<file path="config.mk">
export PLATFORM = sky130hd
export DESIGN_NAME = int_controller
export DESIGN_NICKNAME = d
export VERILOG_FILES = /design/src/rtl/int_controller_pkg.sv /design/src/rtl/irq_sync.sv /design/src/rtl/int_controller.sv
export SDC_FILE = /design/constraint.sdc
export NUM_CORES = 1
export LEC_CHECK = 0
export CORE_MARGIN = 10
export CORE_UTILIZATION = 51
export DETAILED_ROUTE_END_ITERATION = 16
export HOLD_SLACK_MARGIN = 0.12
export PLACE_DENSITY = 0.87
export SETUP_SLACK_MARGIN = 0.4
export SLEW_MARGIN = 5
export SYNTH_ARGS = -nofsm -noshare
export SYNTH_HDL_FRONTEND = slang
export SYNTH_SLANG_ARGS = --single-unit
</file>
<file path="constraint.sdc">
create_clock -name clk -period 4.2 [get_ports clk]
set_input_delay 0.63 -clock clk [delete_from_list [all_inputs] [get_ports clk]]
set_output_delay 0.63 -clock clk [all_outputs]
set_load 0.02 [all_outputs]
</file>
<file path="src/rtl/int_controller_pkg.sv">
// Shared definitions for the interrupt controller.
//   - Parameter defaults for the number of lines and the ID width.
//   - FSM state encoding (IDLE=0, REQ=1, SERVICE=2).
//   - lowest_set(): fixed-priority pick of the lowest set bit of an
//     enabled-pending vector, sized for the largest legal line count.
package int_controller_pkg;

  localparam int N_IRQ_DEF = 4;
  localparam int ID_W_DEF  = 2;
  localparam int N_IRQ_MAX = 8;

  typedef enum logic [1:0] {
    IDLE    = 2'd0,
    REQ     = 2'd1,
    SERVICE = 2'd2
  } state_t;

  // Returns the index of the lowest set bit; 0 when the vector is empty
  // (callers only use the result when at least one bit is set).
  function automatic logic [2:0] lowest_set(input logic [N_IRQ_MAX-1:0] v);
    logic [2:0] idx;
    idx = 3'd0;
    for (int i = N_IRQ_MAX - 1; i >= 0; i--) begin
      if (v[i]) idx = 3'(i);
    end
    return idx;
  endfunction

endpackage

</file>
<file path="src/rtl/irq_sync.sv">
// Single-line interrupt input conditioner.
//   clk   : system clock
//   reset : asynchronous, active-low
//   din   : raw asynchronous interrupt line
//   evt   : one-cycle pulse on a synchronized rising edge of din
// Two flops synchronize din; a third holds the previous synchronized value
// so a rising edge is sync & ~prev. All flops clear on reset, so a line
// held high through reset release still yields one event.
module irq_sync (
  input  logic clk,
  input  logic reset,
  input  logic din,
  output logic evt
);

  logic sync1;
  logic sync2;
  logic prev;

  // NOTE: sequential state uses non-blocking assignments so every flop
  // samples the pre-edge value of its neighbour; blocking here would
  // collapse the synchronizer chain into a single flop.
  always_ff @(posedge clk or negedge reset) begin
    if (!reset) begin
      sync1 <= 1'b0;
      sync2 <= 1'b0;
      prev  <= 1'b0;
    end else begin
      sync1 <= din;
      sync2 <= sync1;
      prev  <= sync2;
    end
  end

  assign evt = sync2 & ~prev;

endmodule

</file>
<file path="src/rtl/int_controller.sv">
// Fixed-priority interrupt controller with a request/ack/done handshake.
//   clk       : system clock, all state on the rising edge
//   reset     : asynchronous, active-low
//   int_in    : raw interrupt lines, a rising edge is an event
//   en_we     : enable-register write strobe
//   en_wdata  : enable value written when en_we=1
//   en_q      : current enable register
//   pending_q : current pending register (set regardless of enable)
//   intr_req  : registered request to the CPU
//   intr_id   : registered ID of the requested / in-service line
//   intr_ack  : CPU accepts the request (honoured only in REQ)
//   intr_done : CPU end of service (honoured only in SERVICE)
// After every return to IDLE the arbiter waits one cycle before it may
// issue a new request, giving a two-cycle gap between back-to-back
// services. ID_W must equal clog2(N_IRQ); N_IRQ is legal from 2 to 8.
module int_controller
  import int_controller_pkg::*;
#(
  parameter int N_IRQ = N_IRQ_DEF,
  parameter int ID_W  = ID_W_DEF
) (
  input  logic             clk,
  input  logic             reset,
  input  logic [N_IRQ-1:0] int_in,
  input  logic             en_we,
  input  logic [N_IRQ-1:0] en_wdata,
  output logic [N_IRQ-1:0] en_q,
  output logic [N_IRQ-1:0] pending_q,
  output logic             intr_req,
  output logic [ID_W-1:0]  intr_id,
  input  logic             intr_ack,
  input  logic             intr_done
);

  logic [N_IRQ-1:0]     evt;
  logic [N_IRQ-1:0]     ep;
  logic [N_IRQ-1:0]     clr;
  logic [N_IRQ-1:0]     pending_d;
  logic [N_IRQ-1:0]     en_d;
  logic [N_IRQ_MAX-1:0] ep_ext;
  logic [2:0]           winner;
  logic [ID_W-1:0]      id_d;
  logic                 hold_q;
  logic                 hold_d;
  state_t               state_q;
  state_t               state_d;

  for (genvar i = 0; i < N_IRQ; i++) begin : g_sync
    irq_sync u_sync (
      .clk   (clk),
      .reset (reset),
      .din   (int_in[i]),
      .evt   (evt[i])
    );
  end

  assign ep = pending_q & en_q;

  always_comb begin
    ep_ext           = '0;
    ep_ext[N_IRQ-1:0] = ep;
  end

  assign winner = lowest_set(ep_ext);

  // NOTE: every signal written here gets a default before the case so no
  // path leaves it unassigned; a missing default would infer a latch.
  always_comb begin
    state_d = state_q;
    id_d    = intr_id;
    hold_d  = 1'b0;
    clr     = '0;
    unique case (state_q)
      IDLE: begin
        // hold_q blocks arbitration for the first cycle back in IDLE.
        if (!hold_q && (ep != '0)) begin
          state_d = REQ;
          id_d    = winner[ID_W-1:0];
        end
      end
      REQ: begin
        // The ack takes precedence over a simultaneous disable of the
        // requested line; the enable write itself still lands via en_d.
        if (intr_ack) begin
          state_d      = SERVICE;
          clr[intr_id] = 1'b1;
        end else if (en_we && !en_wdata[intr_id]) begin
          state_d = IDLE;
          hold_d  = 1'b1;
        end
      end
      SERVICE: begin
        if (intr_done) begin
          state_d = IDLE;
          hold_d  = 1'b1;
        end
      end
      default: state_d = IDLE;
    endcase
  end

  // A new event outranks the clear of the same bit.
  assign pending_d = (pending_q & ~clr) | evt;
  assign en_d      = en_we ? en_wdata : en_q;

  always_ff @(posedge clk or negedge reset) begin
    if (!reset) begin
      state_q   <= IDLE;
      hold_q    <= 1'b0;
      intr_req  <= 1'b0;
      intr_id   <= '0;
      pending_q <= '0;
      en_q      <= '0;
    end else begin
      state_q   <= state_d;
      hold_q    <= hold_d;
      intr_req  <= (state_d == REQ);
      intr_id   <= id_d;
      pending_q <= pending_d;
      en_q      <= en_d;
    end
  end

endmodule

</file>
==> impl_metrics.yaml <==
worst_setup_path:
  rr_worst_depth: 6
  rrSetupSlack_ns: 2.46
  path_class: "register to output port"
  rr_startpoint: "state_q[0]"
  cp-start-kind: "register"
  critPathMaxFanout: 6
  reg2reg_to: "intr_req"
  crit_arrival_ns: 1.49
  crit_path_start: "intr_id[1]"
  crit_family: "buffers and inverters"
  path_buf_inv: 1
  worst_setup_path_end_kind: "output port"
  required_ns: 3.57
  cp_slowest_cell: "clkdlybuf4s50_1"
  timing.critical_path.cells: "clkdlybuf4s50_1"
  slowest_delay_ns: 0.67
hold_path:
  worst_hold_path.num_cells: 0
  worstHoldEndpoint: "g_sync[3].u_sync.sync2"
  hp-class: "register to register"
  min_from: "g_sync[3].u_sync.sync1"
grt:
  grt_use_total_pct: 10.7
  antenna_found_initial: 0
  grt_max_degree: 27
  grt_pass1_vias: 781
  grt_pass1_wl_mm: 3.64
  grt-ovfl-total: 0
detailed_routing:
  ant_nets: 0
  dr.max_layer_used: "met4"
  drt-met1-wl_um: 944
  route.detailed.drc: 0
  dr.pass1.iters: 6
  wl_met2_mm: 1.02
  wire_per_inst_um: 15.6
  dr_total_vias: 733
  drtIter0Drc: 26
  wl_mm: 2.13
  route.met3.wl_um: 149
  viasPerCell: 5.39
sta:
  fmax_mhz: 472
  finalHoldViolCount: 0
  max_slew_margin_pct: 27.1
  fin_skew_ns: 0.00136
  fin_crit_ns: 2.12
  rsz0062_at_grt: "false"
  worstMarginPinSlew_ns: 1.09
  setup_viol: 0
  fin_setup_tns_ns: 0
  drv_slew: 0
  layout_worst_path_cycle_share_pct: 50.5
synth:
  netlist_area_um2: 1040
  yosysSeqAreaShare_pct: 62.4
  yosys_warnings: 0
  synthCells: 82
  synthArstFlopShare_pct: 100
  synth_seq_cells: 26
  synth_top_area_share_pct: 62.4
  synthFlopType: "dfrtp_1"
  ys_types: 23
  syn_avg_cell_area_um2: 12.7
  synth_edf_count: 0
  synth_top_cell_by_area: "dfrtp_1"
  synth_fp_nets: 99
  synthTopCellsByArea: "dfrtp_1, mux2_2, ha_1"
flow_run:
  drv_cap: 0
pwr:
  power_density_nw_per_um2: 623
  netSwitchingFraction_pct: 34.0
  pwr-share-seq_pct: 41.7
  p_switching_uw: 288
  p_leak_nw: 0.600
  combPwrFrac_pct: 38.7
  power.internal_uw: 559
  pwr-share-clk_pct: 19.6
  ir_drop_mv: 0.350
finish:
  insertedDiodeCount: 0
  syn_to_final_growth_pct: 30.3
  fillCellCount: 156
  layout_commonest_cell: "dfrtp_1"
  final_cell_mix: "dfrtp_1, clkdlybuf4s50_1, o21ai_0, inv_1, mux2_2"
  drive_gt1_share_pct: 11.0
  final_cell_count_no_fill: 136
  num-nets-final: 127
  final_cell_area_um2: 1360
floorplan:
  num_io_pins: 24
  start_util_pct: 53.2
  num_rows: 16
  die_height_um: 65.2
  die_x_um: 65.2
  core_um2: 1960
  dieArea_um2: 4260
place:
  place_area_um2: 1310
  routabilityCongestion: 0.907
  dp.final_hpwl_mm: 1.68
  numPortBuffers: 23
  place_inst: 132
clock_network:
  clockBufferDepth: 2
  clk_latency_ns: 0.31
  cts_tree: "done"
  cts_inserted_buffers: 3
  clk_pin_slew_worst_paths_ns: 0.14
  postCtsSetupBuffers: 0
  cts_max_level: 1
  postCtsResizedCells: 0
  clock-sinks: 26
  hold_buffers: 0
  cts-root-buf: "clkbuf_4"
outcome:
  status: "complete, no violations"
==> logic make-up (layout without fill, tap and decap cells) <==
family / after synthesis / count (layout) / synth area share, %
buf+inv: 8 / 35 / 2.88
compound gates: 22 / 22 / 13.9
mux: 7 / 7 / 7.31
simple gates: 15 / 15 / 8.75
flops: 26 / 26 / 62.3
fa+ha+maj: 4 / 4 / 4.80
==> layout make-up <==
cell class / count / area [um2] / area share [%]
clock buffers: 3 / 22.5 / 1.66
clock inverters: 1 / 30.0 / 2.21
inverters: 8 / 30.0 / 2.21
multi-input cells: 48 / 363 / 26.7
flip-flops and latches: 26 / 651 / 47.8
well taps: 27 / 33.8 / 2.48
repair buffers: 23 / 230 / 16.9
==> stage by stage <==
stage	utilization, %	power, mW	hold slack [ns]	worst slack (ns)
global route	69.3	0.901	0.385	2.00
CTS	69.3	0.854	0.375	2.07
detailed placement	66.6	0.686	0.341	2.12
floorplan	-	0.547	0.331	2.61
finish	69.3	0.847	0.372	2.08
global placement	66.6	0.667	0.334	2.14
==> cell usage after synthesis (2+ instances only) <==
master and instances:
nor2b_1 2, a22oi_1 3, and2_1 2, mux2_2 5
inv_1 8, nand2_1 2, a21oi_1 3, dfrtp_1 26
and3b_1 2, nand2b_1 3, ha_1 4, mux2i_1 2
o21ai_0 10
==> worst max-delay path by stage <==
stage	slack, ns	end	cells after the start
after floorplan	2.61	intr_req	6
after global placement	2.14	intr_req	5
after detailed placement	2.12	intr_req	5
after CTS	2.07	intr_id[1]	1
after global routing	2.00	intr_id[1]	1
final	2.08	intr_id[1]	1
==> state kept, by name (all words and copies together), names as in the netlist <==
signal               cells
intr_id                  2
pending_q                4
g_sync.u_sync.sync1      4
g_sync.u_sync.prev       4
state_q                  2
en_q                     4
hold_q                   1
g_sync.u_sync.sync2      4
intr_req                 1
==> per-layer routing <==
layer	track usage (%)	vias up
met5	0	-
met4	4.01	0
met3	3.73	2
met2	17.0	31
met1	13.1	358
li1	-	342
==> power by group through the flow <==
stage | registers [mW] | clock network (mW) | logic (mW)
6_report | 0.353 | 0.166 | 0.328
5_1_grt | 0.363 | 0.183 | 0.355
4_1_cts | 0.352 | 0.171 | 0.332
3_5_place_dp | 0.357 | 0 | 0.329
3_3_place_gp | 0.353 | 0 | 0.313
2_1_floorplan | 0.387 | 0 | 0.160
No activity file was read; power rests on OpenSTA's default activity.
